[src/rtl/fetch_insn_pkg.sv]
// Shared constants for the instruction fetch slice: instruction memory geometry,
// reset PC, and buffer sizing for fetch_insn.
package fetch_insn_pkg;

  localparam int unsigned MEM_INSN_ADDR = 10;
  localparam int unsigned LEN_INSN_REG  = 32;
  localparam int unsigned RESET_INSN_PC = 0;

  localparam int unsigned BUF_DEPTH = 2;
  localparam int unsigned CNT_W     = 2;
  localparam int unsigned OCC_W     = 3;

  // Words buffered or in flight once this cycle's pop has been taken out.
  function automatic logic [OCC_W-1:0] occ_after_pop(input logic [CNT_W-1:0] cnt,
                                                      input logic             infl,
                                                      input logic             pop);
    return OCC_W'(cnt) + OCC_W'(infl) - OCC_W'(pop);
  endfunction

endpackage

[src/rtl/fetch_insn_if.sv]
// Fetch-side bus: instruction memory read port, redirect request and the
// valid/ready instruction stream towards decode.
interface fetch_insn_if import fetch_insn_pkg::*; #(
  parameter int unsigned MEM_ADDR = MEM_INSN_ADDR,
  parameter int unsigned LEN_REG  = LEN_INSN_REG
);

  logic [MEM_ADDR-1:0] mem_addr;
  logic [LEN_REG-1:0]  mem_q;
  logic                redirect_valid;
  logic [MEM_ADDR-1:0] redirect_pc;
  logic                insn_valid;
  logic                insn_ready;
  logic [LEN_REG-1:0]  insn;
  logic [MEM_ADDR-1:0] insn_pc;

  modport master (
    output mem_addr,
    input  mem_q,
    input  redirect_valid,
    input  redirect_pc,
    output insn_valid,
    input  insn_ready,
    output insn,
    output insn_pc
  );

  modport slave (
    input  mem_addr,
    output mem_q,
    output redirect_valid,
    output redirect_pc,
    input  insn_valid,
    output insn_ready,
    input  insn,
    input  insn_pc
  );

endinterface

[src/rtl/fetch_insn_buf.sv]
// Two-entry synchronous FIFO holding fetched {pc, insn} words; flush empties it
// and takes priority over any push or pop in the same cycle.
module fetch_insn_buf import fetch_insn_pkg::*; #(
  parameter int unsigned W = MEM_INSN_ADDR + LEN_INSN_REG
) (
  input  logic             clk,
  input  logic             rst,
  input  logic             push,
  input  logic             pop,
  input  logic             flush,
  input  logic [W-1:0]     din,
  output logic [CNT_W-1:0] count,
  output logic [W-1:0]     head
);

  logic [W-1:0] tail_q;

  always_ff @(posedge clk) begin
    if (rst) begin
      count  <= '0;
      head   <= '0;
      tail_q <= '0;
    end else if (flush) begin
      count <= '0;
    end else begin
      case ({push, pop})
        2'b10: begin
          if (count == '0) head   <= din;
          else             tail_q <= din;
          count <= count + CNT_W'(1);
        end
        2'b01: begin
          head  <= tail_q;
          count <= count - CNT_W'(1);
        end
        // Push and pop together: count is unchanged, head advances.
        2'b11: begin
          if (count == CNT_W'(1)) begin
            head <= din;
          end else begin
            head   <= tail_q;
            tail_q <= din;
          end
        end
        default: ;
      endcase
    end
  end

endmodule

[src/rtl/fetch_insn.sv]
// Instruction fetch unit: owns the PC, issues reads to a 1-cycle-latency memory,
// buffers returned words for decode and squashes stale fetches on redirect.
// Optional FETCH_INSN_STAT_EN adds stat_fetched / stat_squashed counters.
module fetch_insn import fetch_insn_pkg::*; #(
  parameter int unsigned MEM_ADDR = MEM_INSN_ADDR,
  parameter int unsigned LEN_REG  = LEN_INSN_REG,
  parameter int unsigned RESET_PC = RESET_INSN_PC
) (
  input  logic         clk,
  input  logic         rst,
  fetch_insn_if.master bus
`ifdef FETCH_INSN_STAT_EN
  ,
  output logic [31:0]  stat_fetched,
  output logic [31:0]  stat_squashed
`endif
);

  localparam int unsigned         ENT_W  = MEM_ADDR + LEN_REG;
  localparam logic [MEM_ADDR-1:0] PC_RST = MEM_ADDR'(RESET_PC);

  logic [MEM_ADDR-1:0] pc_q;
  logic [MEM_ADDR-1:0] infl_pc_q;
  logic                infl_q;
  logic [MEM_ADDR-1:0] addr_c;
  logic                issue_c;
  logic                pop_c;
  logic                push_c;
  logic [CNT_W-1:0]    buf_count;
  logic [ENT_W-1:0]    buf_head;

  assign pop_c  = bus.insn_valid && bus.insn_ready;
  assign push_c = infl_q && !bus.redirect_valid;

  // Address mux and issue decision; a redirect always issues its target.
  always_comb begin
    addr_c  = pc_q;
    issue_c = 1'b0;
    if (rst) begin
      addr_c = PC_RST;
    end else if (bus.redirect_valid) begin
      addr_c  = bus.redirect_pc;
      issue_c = 1'b1;
    end else begin
      issue_c = occ_after_pop(buf_count, infl_q, pop_c) <= OCC_W'(1);
    end
  end

  assign bus.mem_addr = addr_c;

  always_ff @(posedge clk) begin
    if (rst) begin
      pc_q      <= PC_RST;
      infl_q    <= 1'b0;
      infl_pc_q <= '0;
    end else begin
      infl_q <= issue_c;
      if (issue_c) begin
        infl_pc_q <= addr_c;
        pc_q      <= addr_c + MEM_ADDR'(1);
      end
    end
  end

  fetch_insn_buf #(.W(ENT_W)) u_buf (
    .clk   (clk),
    .rst   (rst),
    .push  (push_c),
    .pop   (pop_c),
    .flush (bus.redirect_valid),
    .din   ({infl_pc_q, bus.mem_q}),
    .count (buf_count),
    .head  (buf_head)
  );

  assign bus.insn_valid = buf_count != '0;
  assign bus.insn_pc    = buf_head[ENT_W-1 -: MEM_ADDR];
  assign bus.insn       = buf_head[LEN_REG-1:0];

`ifdef FETCH_INSN_STAT_EN
  // Words lost to a redirect: buffered entries not popped plus the in-flight read.
  logic [31:0] drop_c;
  assign drop_c = 32'(buf_count) - 32'(pop_c) + 32'(infl_q);

  always_ff @(posedge clk) begin
    if (rst) begin
      stat_fetched  <= '0;
      stat_squashed <= '0;
    end else begin
      if (pop_c)              stat_fetched  <= stat_fetched + 32'd1;
      if (bus.redirect_valid) stat_squashed <= stat_squashed + drop_c;
    end
  end
`endif

endmodule

[src/flat_wrapper.sv]
// flat-port wrapper written by rule: the top's interface ports become plain ports
module fetch_insn_flat import fetch_insn_pkg::*;
#(
  parameter int unsigned MEM_ADDR = MEM_INSN_ADDR,
  parameter int unsigned LEN_REG  = LEN_INSN_REG,
  parameter int unsigned RESET_PC = RESET_INSN_PC
)
  (clk, rst, bus_mem_addr, bus_mem_q, bus_redirect_valid, bus_redirect_pc, bus_insn_valid, bus_insn_ready, bus_insn, bus_insn_pc);
  fetch_insn_if #(.MEM_ADDR(MEM_ADDR), .LEN_REG(LEN_REG)) bus_i ();
  input  logic clk;
  input  logic rst;
  output wire logic [$bits(bus_i.mem_addr)-1:0] bus_mem_addr;
  input wire logic [$bits(bus_i.mem_q)-1:0] bus_mem_q;
  input wire logic [$bits(bus_i.redirect_valid)-1:0] bus_redirect_valid;
  input wire logic [$bits(bus_i.redirect_pc)-1:0] bus_redirect_pc;
  output wire logic [$bits(bus_i.insn_valid)-1:0] bus_insn_valid;
  input wire logic [$bits(bus_i.insn_ready)-1:0] bus_insn_ready;
  output wire logic [$bits(bus_i.insn)-1:0] bus_insn;
  output wire logic [$bits(bus_i.insn_pc)-1:0] bus_insn_pc;
  assign bus_mem_addr = bus_i.mem_addr;
  assign bus_i.mem_q = bus_mem_q;
  assign bus_i.redirect_valid = bus_redirect_valid;
  assign bus_i.redirect_pc = bus_redirect_pc;
  assign bus_insn_valid = bus_i.insn_valid;
  assign bus_i.insn_ready = bus_insn_ready;
  assign bus_insn = bus_i.insn;
  assign bus_insn_pc = bus_i.insn_pc;
  fetch_insn #(.MEM_ADDR(MEM_ADDR), .LEN_REG(LEN_REG), .RESET_PC(RESET_PC)) u_core (.clk(clk), .rst(rst), .bus(bus_i));
endmodule
[config.mk]
export PLATFORM = sky130hd
export DESIGN_NAME = fetch_insn_flat
export DESIGN_NICKNAME = d
export VERILOG_FILES = /design/src/rtl/fetch_insn_pkg.sv /design/src/rtl/fetch_insn_if.sv /design/src/rtl/fetch_insn_buf.sv /design/src/rtl/fetch_insn.sv /design/src/flat_wrapper.sv
export SDC_FILE = /design/constraint.sdc
export NUM_CORES = 1
export LEC_CHECK = 0
export ABC_AREA = 1
export CAP_MARGIN = 20
export CORE_MARGIN = 2
export CORE_UTILIZATION = 25
export DETAILED_ROUTE_END_ITERATION = 12
export PLACE_DENSITY_LB_ADDON = 0.25
export SLEW_MARGIN = 0
export SYNTH_ARGS = -nofsm -noshare
export SYNTH_HDL_FRONTEND = slang
export SYNTH_SLANG_ARGS = --single-unit
[constraint.sdc]
create_clock -name clk -period 2.8 [get_ports clk]
set_clock_uncertainty 0.05 [all_clocks]
set_input_delay 0.56 -clock clk [delete_from_list [all_inputs] [get_ports clk]]
set_output_delay 0.56 -clock clk [all_outputs]
set_load 0.005 [all_outputs]
==> summary.txt, run 1 <==
Max incr delay on CP -> 0.45 ns
Cell area after synthesis -> 5070 um2
Layout area overhead -> 35.7%
Worst IR Drop VDD -> 204 uV
CTS Buf Count -> 9
Syn Area/Cell -> 6.99 um2
Via density -> 4.22
Routed Antenna Nets -> 0
Routed wire per std cell -> 11.8 um
Post-synth EDFFs -> 0
Row Count -> 52
FFs w/ async S/R, synth -> 0%
Unrepaired setup endpoints after global routing -> no
Layout Nets -> 882
Core Area -> 20000 um2
GP Congestion -> 0.799
Share of layout cells above drive strength 1 -> 10.5%
CTS tree -> built
# H-tree levels -> 3
CP max FO -> 9
XOR/XNOR Fraction of Synth Area -> 0.173%
Tcrit/Tclk final -> 94.1%
Post-synthesis compound-gate area fraction -> 25.1%
Mapped Nets -> 781
Synth Area in Simple Gates -> 13.4%
Post-synthesis mux area share -> 0%
Primary FF master, synth -> dfxtp_1
First-pass GRT wire length -> 22300 um
Hold-fix buffers, CTS -> 0
Data required, critical path -> 2.99 ns
FMAX -> 0.379 GHz
Cells along the critical path -> clkdlybuf4s50_1 -> nand2_2 -> clkinv_2 -> ha_1 -> inv_1 -> ha_1 -> fa_1 -> inv_1 -> nand3_2 -> nand2_2 -> buf_4 -> nand2_1 -> o21ai_0 -> a21oi_1
Vias in the first global route -> 4402
Syn Inst Count -> 725
Min Clock Period, post-route -> 2.64 ns
Post-Layout Cell Count -> 1099
Final Total Pwr -> 3620 uW
Largest net degree at the start of global routing -> 57
Clk_lat worst skew -> 0.35 ns
Crit path DAT -> 2.83 ns
Critical path startpoint category -> primary input
CTS root buf -> clkbuf_16
Status -> completed
Initial antenna violation count -> 0
Placed Cells -> 1083
Buffers on Ports -> 98
Post-Synth Adder-Cell Area -> 2.62%
Largest family of logic cells by synthesized area -> compound AO/OA/AOI/OAI gates
Hold Crit Class -> reg2reg
Slew HR -> 60.9%
Critical path class -> in2reg
Starting Density -> 25.3%
Initial DRT Pass Iterations -> 4
Die W -> 146 um
Yosys warnings -> 0
Post-Route WL -> 13000 um
Part of the Yosys area used for sequential elements -> 42.3%
CTS Buffer Depth -> 2
Detail Placement HPWL -> 8990 um
CP max-delay cell -> fa_1
Die Area -> 21400 um2
Iter 0 DRT Violations -> 141
Netlist cell types -> 34
Crit end category -> register
P per Cell Area -> 526 nW/um2
Leakage -> 0.00309 uW
Synthesis-stage register bit count -> 107
DRC Markers -> 0
Hold violation count in the final report -> 0
Worst-Margin Slew -> 0.587 ns
Max-cap viol count -> 0
Final setup violation count -> 0
Routed vias -> 4642
Antenna cell count -> 0
# IOs -> 99
Clk slew on worst S/H paths -> 0.07 ns
Max Transition Viols Final -> 0
Die Height -> 146 um
Grt ovf -> 0
Tot GR Track Use -> 12.7%
# clock sinks -> 107
==> stage by stage <==
step / utilization [%] / hold WS (ns) / instance area (um2) / TNS [ns] / setup slack [ns]
3_3_place_gp: 32.6 / 0.406 / 6540 / -13.66 / -0.290
4_1_cts: 34.0 / 0.417 / 6820 / 0 / 0.0328
6_report: 34.3 / 0.411 / 6880 / 0 / 0.164
3_5_place_dp: 32.6 / 0.406 / 6540 / -15.40 / -0.345
2_1_floorplan: - / 0.389 / 5070 / 0 / 0.00308
5_1_grt: 34.3 / 0.443 / 6880 / 0 / 0.0174
==> final cells by class <==
class                           count  area [um2]
Inverter                          162         613
Sequential cell                   107        2140
Fill cell                        2209       13200
Clock buffer                       13         280
Clock inverter                      1        7.51
Multi-Input combinational cell    410        2130
Timing Repair Buffer              136        1360
Tap cell                          270         338
==> cells in the mapped netlist, types with 2 or more instances <==
| cell | count | area [um2] |
|---|---|---|
| inv_2 | 6 | 22.5 |
| nand2_1 | 49 | 184 |
| nand3_1 | 50 | 250 |
| a211oi_1 | 2 | 15.0 |
| o21ai_0 | 118 | 591 |
| dfxtp_1 | 107 | 2140 |
| buf_4 | 2 | 15.0 |
| a21oi_1 | 100 | 500 |
| buf_1 | 2 | 7.51 |
| o21ai_1 | 23 | 115 |
| clkinv_1 | 2 | 7.51 |
| nor2_2 | 7 | 43.8 |
| buf_2 | 16 | 80.1 |
| inv_1 | 152 | 571 |
| ha_1 | 9 | 113 |
| clkbuf_1 | 24 | 90.1 |
| nand2_2 | 4 | 25.0 |
| nor2_1 | 36 | 135 |
==> layer usage <==
metal | GRT usage (%) | wire length [um]
met2 | 19.5 | 5640
met3 | 2.47 | 473
met5 | 0 | 0
met1 | 17.6 | 6700
met4 | 5.00 | 212
==> cell usage in the layout (no fill, tap or decap), drive strengths merged, types with 13 or more instances in the layout <==
master	synthesis	routed
buf	22	39
clkdlybuf4s50	0	96
nand2	53	53
clkbuf	24	13
nor2	43	43
o21ai	142	142
inv	159	160
a21oi	101	101
dfxtp	107	107
nand3	51	51
==> power breakdown <==
| part | switching [uW] | internal (uW) |
|---|---|---|
| clock network | 559 | 692 |
| registers | 46.9 | 1620 |
| logic | 355 | 344 |
==> cell families after synthesis <==
logic type	Yosys count
simple gates	150
xor+xnor	1
flops	107
compound gates	249
buf+inv	208
fa+ha+maj	10
==> worst max-delay path, delay by kind of cell <==
family,cells,cell delay [ns]
adders and majority gates,3,0.89
and+or+nand+nor,4,0.37
AOI/OAI and AO/OA,2,0.22
buffers and inverters,5,0.78
==> worst paths after layout <==
path / startpoint / endpoint / slack [ns] / cells past startpoint
worst max-delay path: bus_insn_ready / u_core.pc_q[6] / 0.16 / 14
worst min-delay path: u_core.infl_pc_q[3] / u_core.infl_pc_q[3] / 0.41 / 2
worst max register to register: u_core.u_buf.count[1] / u_core.pc_q[6] / 0.21 / 16
worst min register to register: u_core.infl_pc_q[3] / u_core.infl_pc_q[3] / 0.41 / 2
==> state kept, by name, summed over array words and instances, names as in the netlist <==
| register | cells |
|---|---|
| u_core.infl_pc_q | 10 |
| u_core.infl_q | 1 |
| u_core.pc_q | 10 |
| u_core.u_buf.count | 2 |
| u_core.u_buf.head | 42 |
| u_core.u_buf.tail_q | 42 |
==> what timing repair did <==
action,CTS,global route
gates resized for setup,1,9
endpoints found under the setup margin,2,17
pin swaps,0,1
setup buffers,0,1
No activity file was read; power rests on OpenSTA's default activity.
==> run 2, diff against run 1 <==
--- a/config.mk
+++ b/config.mk
@@ -7,9 +7,12 @@
 export LEC_CHECK = 0
 export ABC_AREA = 1
 export CAP_MARGIN = 20
+export CELL_PAD_IN_SITES_DETAIL_PLACEMENT = 0
+export CELL_PAD_IN_SITES_GLOBAL_PLACEMENT = 1
 export CORE_MARGIN = 2
-export CORE_UTILIZATION = 25
+export CORE_UTILIZATION = 33
 export DETAILED_ROUTE_END_ITERATION = 12
+export HOLD_SLACK_MARGIN = 0.12
 export PLACE_DENSITY_LB_ADDON = 0.25
 export SLEW_MARGIN = 0
 export SYNTH_ARGS = -nofsm -noshare
==> summary.txt, run 2 (same netlist as run 1, synthesis figures left out) <==
CP max FO -> 6
Status -> completed
CTS Buffer Depth -> 2
Tot GR Track Use -> 15.7%
Worst Hold Path EP -> u_core.u_buf.tail_q[39]
Iter 0 DRT Violations -> 267
Min Clock Period, post-route -> 2.64 ns
Hold-fix buffers, CTS -> 0
Critical path class -> in2reg
Net Switching -> 991 uW
Setup ws final -> 0.155 ns
# clock sinks -> 107
Sequential Power Share -> 44.5%
GP Congestion -> 0.845
DRC Markers -> 0
Most frequent cells in the layout -> 151 x inv_1, 118 x o21ai_0, 106 x dfxtp_1, 100 x a21oi_1, 96 x clkdlybuf4s50_1
Crit path DAT -> 2.82 ns
Clk pwr share -> 36.8%
Commonest non-fill, non-tap cell in the layout -> inv_1
Leakage -> 0.00311 uW
Routed Antenna Nets -> 0
Cell-internal power -> 2760 uW
Hold path start -> u_core.infl_pc_q[7]
Layout Nets -> 883
Hold violation count in the final report -> 0
Critical path startpoint category -> primary input
Max Transition Viols Final -> 0
Tcrit/Tclk final -> 94.4%
Antenna cell count -> 0
First-pass GRT wire length -> 21000 um
Max-cap viol count -> 0
Via density -> 4.73
R2r setup slk -> 0.19 ns
Data required, critical path -> 2.98 ns
Slew HR -> 66.6%
Vias in the first global route -> 4512
Area of the multi-input gates -> 2130 um2
Placed instance area -> 6450 um2
Core Area -> 15100 um2
Reg-to-reg endpoint -> u_core.pc_q[3]
# IOs -> 99
Die Area -> 16400 um2
FMAX -> 0.378 GHz
Starting Density -> 33.6%
Clk_lat worst skew -> 0.34 ns
Fill cell total of the finished layout -> 1551
CTS tree -> built
Combinational share of power -> 18.7%
R2R Path Start -> u_core.u_buf.count[0]
Grt ovf -> 0
Die W -> 128 um
Finished Core Util -> 45.3%
Die Height -> 128 um
Post-Route WL -> 12800 um
CTS root buf -> clkbuf_16
CTS Buf Count -> 9
Design area -> 6840 um2
Layout area overhead -> 35.0%
Worst IR Drop VDD -> 266 uV
Buffers on Ports -> 98
Hold Crit Class -> reg2reg
Initial DRT Pass Iterations -> 5
Reg area -> 2140 um2
Post-Place Worst Slack -> -0.301 ns
Largest net degree at the start of global routing -> 45
Routed vias -> 4823
Row Count -> 45
Routed wire per std cell -> 12.6 um
Share of layout cells above drive strength 1 -> 10.7%
Clk slew on worst S/H paths -> 0.07 ns
Hold depth -> 2
P per Cell Area -> 549 nW/um2
# H-tree levels -> 3
Crit end category -> register
Detail Placement HPWL -> 9160 um
R2R depth -> 16
Worst-Margin Slew -> 0.501 ns
Worst setup path start -> bus_insn_ready
Unrepaired setup endpoints after global routing -> no
Initial antenna violation count -> 0
Largest regs -> u_core.u_buf.head x42, u_core.u_buf.tail_q x42
Final setup violation count -> 0
Sw Ratio -> 26.4%
run 2: cell type report:
type / count / area share [%]
Clock inverter: 7 / 1.46
Tap cell: 188 / 3.44
Timing Repair Buffer: 137 / 20.4
Clock buffer: 9 / 3.29
Multi-Input combinational cell: 410 / 31.1
Inverter: 162 / 8.96
Sequential cell: 107 / 31.3
run 2: worst max-delay path, stage by stage:
cell	delay (ns)
clkdlybuf4s50_1	0.41
nand2_2	0.09
clkinv_2	0.06
ha_1	0.27
inv_1	0.04
ha_1	0.19
fa_1	0.48
inv_1	0.04
nand3_1	0.10
nand2_2	0.08
buf_6	0.14
buf_4	0.15
o21ai_0	0.15
a31oi_1	0.06
run 2: metrics by stage:
stage / power (uW) / hold slack, ns / TNS [ns] / std cells
3_3_place_gp: 2380 / 0.409 / -3.54 / 1001
2_1_floorplan: 2050 / 0.389 / 0 / 725
5_1_grt: 3950 / 0.445 / 0 / 1020
3_5_place_dp: 2390 / 0.408 / -5.48 / 1001
6_report: 3750 / 0.417 / 0 / 1020
4_1_cts: 3790 / 0.417 / 0 / 1017
run 2: worst max path at each step:
stage | endpoint | slack (ns) | depth (start not counted)
final | u_core.pc_q[3] | 0.16 | 14
after global routing | u_core.pc_q[7] | 0.02 | 19
after CTS | u_core.infl_pc_q[0] | 0.06 | 17
after detailed placement | u_core.pc_q[7] | -0.30 | 17
after global placement | u_core.pc_q[5] | -0.24 | 17
after floorplan | u_core.pc_q[5] | 0.003 | 20
run 2: repair_timing:
| item | in CTS | in global routing |
|---|---|---|
| gates resized for setup | 0 | 10 |
| setup buffers | 0 | 2 |
| setup endpoints to repair | 0 | 18 |
run 2: routing by layer:
layer  track usage [%]  routed length, um
met1              20.6               6320
met2              26.1               5880
met3              2.30                477
met4              5.88                138
met5                 0                  0
run 2: power by group through the flow:
stage                     clock [uW]  sequential (uW)  combinational [uW]
after floorplan                    0             1700                 351
after global placement             0             1700                 678
after detailed placement           0             1710                 688
after CTS                       1430             1670                 691
after global routing            1480             1680                 789
final                           1380             1670                 702
==> run 3, diff against run 2 <==
--- a/config.mk
+++ b/config.mk
@@ -12,9 +12,9 @@
 export CORE_MARGIN = 2
 export CORE_UTILIZATION = 33
 export DETAILED_ROUTE_END_ITERATION = 12
-export HOLD_SLACK_MARGIN = 0.12
+export HOLD_SLACK_MARGIN = 0.15
 export PLACE_DENSITY_LB_ADDON = 0.25
-export SLEW_MARGIN = 0
+export SLEW_MARGIN = 20
 export SYNTH_ARGS = -nofsm -noshare
 export SYNTH_HDL_FRONTEND = slang
 export SYNTH_SLANG_ARGS = --single-unit
==> results of run 3 <==
The final DEF is identical to that of run 2; final timing and power are the same.
